**config.mk**
```make
export PLATFORM = sky130hd
export DESIGN_NAME = player_motion
export DESIGN_NICKNAME = d
export VERILOG_FILES = /design/src/rtl/player_pkg.sv /design/src/rtl/player_motion_key_edge.sv /design/src/rtl/player_motion.sv
export SDC_FILE = /design/constraint.sdc
export NUM_CORES = 1
export LEC_CHECK = 0
export ABC_AREA = 1
export CORE_MARGIN = 2
export CORE_UTILIZATION = 50
export CTS_CLUSTER_SIZE = 12
export DETAILED_ROUTE_END_ITERATION = 8
export DONT_BUFFER_PORTS = 1
export SYNTH_ARGS = -nofsm -noshare
export SYNTH_HDL_FRONTEND = slang
export SYNTH_SLANG_ARGS = --single-unit
```
**constraint.sdc**
```tcl
create_clock -name frame_clk -period 2.5 [get_ports frame_clk]
set_input_delay 0.5 -clock frame_clk [delete_from_list [all_inputs] [get_ports frame_clk]]
set_output_delay 0.5 -clock frame_clk [all_outputs]
set_load 0.03 [all_outputs]
```
**src/rtl/player_pkg.sv**
```systemverilog
// Shared types and key codes for the player motion block.
package player_pkg;

    typedef enum logic [1:0] {
        GROUNDED = 2'd0,
        RISE     = 2'd1,
        FALL     = 2'd2
    } motion_state_t;

    typedef logic signed [7:0] vel_t;

    localparam logic [7:0] KEY_LEFT  = 8'd4;
    localparam logic [7:0] KEY_RIGHT = 8'd7;
    localparam logic [7:0] KEY_JUMP  = 8'd26;

endpackage

```
**src/rtl/player_motion_key_edge.sv**
```systemverilog
// Rising-edge pulse for one keycode, relative to the keycode seen last frame.
module key_edge_detect #(
    parameter logic [7:0] KEY = 8'd26
) (
    input  logic       frame_clk,
    input  logic       Reset,
    input  logic [7:0] keycode,
    output logic       key_edge
);

    logic [7:0] prev_key;

    always_ff @(posedge frame_clk or posedge Reset) begin
        if (Reset) prev_key <= '0;
        else       prev_key <= keycode;
    end

    assign key_edge = (keycode == KEY) && (prev_key != KEY);

endmodule

```
**src/rtl/player_motion.sv**
```systemverilog
// Per-frame player kinematics: walk, jump, gravity, floor/ceiling, edge clamp.
// Optional air jump enabled by defining PLAYER_DOUBLE_JUMP_EN.
module player_motion
    import player_pkg::*;
#(
    parameter int POS_W     = 10,
    parameter int X_MIN     = 0,
    parameter int X_MAX     = 639,
    parameter int Y_MIN     = 0,
    parameter int FLOOR_Y   = 400,
    parameter int SIZE      = 4,
    parameter int X_START   = 320,
    parameter int WALK_STEP = 3,
    parameter int JUMP_VEL  = 12,
    parameter int GRAVITY   = 1,
    parameter int MAX_FALL  = 10
) (
    input  logic              frame_clk,
    input  logic              Reset,
    input  logic [7:0]        keycode,
    output logic [POS_W-1:0]  PosX,
    output logic [POS_W-1:0]  PosY,
    output logic [POS_W-1:0]  Size,
    output vel_t              VelY,
    output motion_state_t     State,
    output logic              Facing
);

    localparam int SW = POS_W + 2;
    typedef logic signed [SW-1:0] spos_t;

    localparam spos_t X_LO   = spos_t'(X_MIN + SIZE);
    localparam spos_t X_HI   = spos_t'(X_MAX - SIZE);
    localparam spos_t Y_REST = spos_t'(FLOOR_Y - SIZE);
    localparam spos_t Y_CEIL = spos_t'(Y_MIN + SIZE);

    function automatic logic [POS_W-1:0] to_pos(input spos_t v);
        return v[POS_W-1:0];
    endfunction

    logic jump_edge;

    key_edge_detect #(.KEY(KEY_JUMP)) u_jump_edge (
        .frame_clk (frame_clk),
        .Reset     (Reset),
        .keycode   (keycode),
        .key_edge  (jump_edge)
    );

    spos_t             x_step, x_clamp, y_sum;
    logic              facing_next;
    logic signed [8:0] vel_sum;
    vel_t              vel_grav;

    always_comb begin
        x_step      = $signed({2'b00, PosX});
        facing_next = Facing;
        if (keycode == KEY_LEFT) begin
            x_step      = $signed({2'b00, PosX}) - spos_t'(WALK_STEP);
            facing_next = 1'b0;
        end else if (keycode == KEY_RIGHT) begin
            x_step      = $signed({2'b00, PosX}) + spos_t'(WALK_STEP);
            facing_next = 1'b1;
        end
        // Clamp in the widened signed domain so stepping left of 0 cannot wrap.
        x_clamp = x_step;
        if (x_step < X_LO) x_clamp = X_LO;
        if (x_step > X_HI) x_clamp = X_HI;

        y_sum    = $signed({2'b00, PosY}) + spos_t'(VelY);
        vel_sum  = 9'(VelY) + 9'(GRAVITY);
        vel_grav = (vel_sum > 9'(MAX_FALL)) ? vel_t'(MAX_FALL) : vel_t'(vel_sum[7:0]);
    end

`ifdef PLAYER_DOUBLE_JUMP_EN
    logic air_jump_used;
`endif

    always_ff @(posedge frame_clk or posedge Reset) begin
        if (Reset) begin
            PosX   <= POS_W'(X_START);
            PosY   <= to_pos(Y_REST);
            VelY   <= '0;
            State  <= GROUNDED;
            Facing <= 1'b1;
`ifdef PLAYER_DOUBLE_JUMP_EN
            air_jump_used <= 1'b0;
`endif
        end else begin
            PosX   <= to_pos(x_clamp);
            Facing <= facing_next;
            case (State)
                GROUNDED: begin
                    VelY <= '0;
                    if (jump_edge) begin
                        VelY  <= vel_t'(-JUMP_VEL);
                        State <= RISE;
                    end
                end
                RISE, FALL: begin
                    // Landing wins over any jump edge arriving in the same frame.
                    if (y_sum >= Y_REST) begin
                        PosY  <= to_pos(Y_REST);
                        VelY  <= '0;
                        State <= GROUNDED;
`ifdef PLAYER_DOUBLE_JUMP_EN
                        air_jump_used <= 1'b0;
`endif
                    end else begin
                        PosY <= (y_sum < Y_CEIL) ? to_pos(Y_CEIL) : to_pos(y_sum);
`ifdef PLAYER_DOUBLE_JUMP_EN
                        if (jump_edge && !air_jump_used) begin
                            VelY          <= vel_t'(-JUMP_VEL);
                            State         <= RISE;
                            air_jump_used <= 1'b1;
                        end else
`endif
                        if (y_sum < Y_CEIL) begin
                            VelY  <= '0;
                            State <= FALL;
                        end else begin
                            VelY  <= vel_grav;
                            State <= vel_grav[7] ? RISE : FALL;
                        end
                    end
                end
                default: State <= GROUNDED;
            endcase
        end
    end

    assign Size = POS_W'(SIZE);

endmodule
```
==> impl_metrics.env <==
export IMPL_synth_warnings=0
export IMPL_dieArea_um2=7325
export IMPL_required_ns=2.72
export IMPL_fin_crit_sh_pct=96.27
export IMPL_postSynthAreaPerCell_um2=6.737
export IMPL_grt_overflow=0
export IMPL_cp_slowest_stage_delay_ns=0.40
export IMPL_worstPathMaxFanout=6
export IMPL_grt_max_degree=40
export IMPL_vias_per_cell=5.328
export IMPL_max_freq_mhz=415.5
export IMPL_min_period_ns=2.407
export IMPL_cp_startpoint="VelY[0]"
export IMPL_synth_area_um2=3328
export IMPL_cts_tree="done"
export IMPL_crit_arrival_ns=2.63
export IMPL_worstSkewPairLatency_ns=0.30
export IMPL_post_drt_wl_per_cell_um=14.66
export IMPL_clk_path_buf_depth=2
export IMPL_finalHoldViolCount=0
export IMPL_grt_pass1_wl_um=13950
export IMPL_async_flop_share_pct=100.0
export IMPL_vdd_ir_drop_max_uv=854.7
export IMPL_worstPathCellList="ha_2 -> fa_2 -> nand2_2 -> nand2_4 -> nand2_4 -> xor2_4 -> nand3_2 -> and2_4 -> nand3_1 -> nand3_2 -> nand2_4 -> inv_1 -> nand2_2 -> o211ai_1"
export IMPL_cts_sinks=39
export IMPL_drive_gt1_share_pct=24.30
export IMPL_reg2reg_from="VelY[0]"
export IMPL_coreArea_um2=6386
export IMPL_reg2reg_slack_ns=0.09
export IMPL_placed_cell_area_um2=3582
export IMPL_power_density_nw_per_um2=1254
export IMPL_worst_slack_ns=0.09332
export IMPL_startpoint_type="register"
export IMPL_crit_type="register to register"
export IMPL_area_delta_synth_final_pct=20.68
export IMPL_ys_seq_area_share_pct=29.59
export IMPL_worst_path_max_delay_cell="fa_2"
export IMPL_outcome="complete, no violations"
export IMPL_ioPinCount=51
export IMPL_min_path_type="input port to asynchronous set/reset pin"
export IMPL_dp_hpwl_um=6808
export IMPL_fin_nets=562
export IMPL_synth_edf_count=0
export IMPL_cts_buffers_inserted=5
export IMPL_wl_um=8969
export IMPL_antennaDiodeCount=0
export IMPL_ys_seq_elements=39
export IMPL_grt_setup_unrepaired="true"
export IMPL_power_leakage_nw=2.112
export IMPL_synthCells=494
export IMPL_finalSetupTns_ns=0
export IMPL_netlist_cell_type_count=44
export IMPL_final_max_slew_violation_count=0
export IMPL_drc=0
export IMPL_clk_pin_slew_ns=0.08
export IMPL_cts_max_level=2
export IMPL_r2r_cells=14
export IMPL_portBuffers=0
export IMPL_finalSetupViolCount=0
export IMPL_crit_end="PosY[7]"
export IMPL_drtIter0Drc=235
export IMPL_ant_nets=0
export IMPL_grt_pass1_vias=2968
export IMPL_yosys_area_top_type="dfrtp_1"
export IMPL_crit_path_frequent_cell="nand2_4"
export IMPL_end_kind="register"
export IMPL_dr_pass1_iters=4
export IMPL_skew_ns=0.006900
export IMPL_synth_top_area_share_pct=24.06
export IMPL_synth_flop_cell="dfrtp_1"
export IMPL_via_count=3261
export IMPL_fp_dieH_um=85.59
export IMPL_utilization_pct=62.89
export IMPL_row_count=29
export IMPL_synth_most_common_cell="nand2_1"
export IMPL_cap_violations=0
export IMPL_synth_common_cells="nand2_1, inv_1, nand3_1, nor2_1, dfrtp_1"
export IMPL_track_usage_pct=24.27
export IMPL_place_ws_ns=-0.05109
export IMPL_start_util_pct=52.12
export IMPL_worstReg2RegEnd="PosY[7]"
export IMPL_place_gp_congestion=0.8889
export IMPL_final_area_um2=4016
export IMPL_synthTopCellsByArea="dfrtp_1, nand2_1, nand3_1"
export IMPL_die_w_um=85.59
export IMPL_antenna_found_initial=0
export IMPL_cts_root_buf="clkbuf_8"
export IMPL_fillers=595
[routing by layer]
metal	global-route usage, %	up-vias	share of wire, %
li1	-	1648	-
met1	28.67	1512	42
met2	44.53	90	51
met3	4.524	11	4.7
met4	7.215	0	1.9
met5	0	-	0
[power by group]
group	switching (mW)	internal [mW]	total, mW
clock	0.235	0.399	0.634
combinational	2.10	1.25	3.35
sequential	0.238	0.818	1.06
total	2.57	2.46	5.04
[critical path, delay by kind of cell, from the launching register on]
family / cells / cell delay (ns)
xor gates and xnor gates: 1 / 0.15
buffers and inverters: 1 / 0.09
AOI/OAI and AO/OA: 1 / 0.09
DFF: 1 / 0.39
and+or+nand+nor: 9 / 1.01
adders and majority gates: 2 / 0.60
[registers in the layout (all words and copies together) (netlist names)]
name	cells
State	2
Facing	1
VelY	8
u_jump_edge.prev_key	8
PosY	10
PosX	10
[area by class of cell]
cell class / count / area [µm²] / share of cell area [%]
clock buffer: 6 / 72.57 / 1.807
clock inverter: 2 / 60.06 / 1.495
inverter: 64 / 242.7 / 6.044
multi-input combinational: 384 / 2257 / 56.20
sequential: 39 / 987.2 / 24.58
tap: 77 / 96.34 / 2.399
timing repair buffer: 40 / 300.3 / 7.477
[logic make-up after synthesis]
logic type | count (synthesis) | share of synthesized area [%]
AND/OR/NAND/NOR | 296 | 40.53
buffers and inverters | 80 | 11.05
AO/OA/AOI/OAI | 44 | 7.406
flip-flops | 39 | 29.59
adder cells (fa/ha/maj) | 18 | 6.992
XOR/XNOR | 14 | 3.910
other | 2 | 0.2256
multiplexers | 1 | 0.3008
[how the worst min path moves through the flow]
| stage | from | to | cells after the start |
|---|---|---|---|
| global route | keycode[7] | u_jump_edge.prev_key[7] | 0 |
| CTS | keycode[4] | u_jump_edge.prev_key[4] | 0 |
| floorplan | keycode[0] | u_jump_edge.prev_key[0] | 0 |
| finish | Reset | u_jump_edge.prev_key[5] | 2 |
| detailed placement | PosY[9] | PosY[9] | 2 |
| global placement | PosY[9] | PosY[9] | 2 |
[repair_timing]
item                                   CTS  global route
gates resized for setup                  5            50
setup endpoints to repair               12            23
hold buffers                             0             0
cloned                                   1             0
pin swaps                                1            10
buffers inserted                         2             4
endpoints found under the hold margin    0             0
[placed cells by master, fill, tap and decap left out, drive strengths merged, types with 2 or more instances in the layout]
cell and n:
a21oi 21, and2 2, and3 2, buf 40, bufinv 2, clkbuf 6, conb 10, dfrtp 32
dfstp 7, ha 17, inv 64, nand2 158, nand3 55, nand3b 4, nand4 10, nor2 56
nor3 7, o211ai 2, o21ai 15, xnor2 2, xor2 12
[metrics by stage]
stage | instances | hold WS (ns) | power, mW
2_1_floorplan | 502 | 0.5314 | 3.042
3_3_place_gp | 597 | 0.4969 | 3.719
3_5_place_dp | 597 | 0.5000 | 3.738
4_1_cts | 608 | 0.2202 | 4.554
5_1_grt | 612 | 0.2072 | 5.403
6_report | 612 | 0.1970 | 5.037
Power figures use the tool's default switching activity.
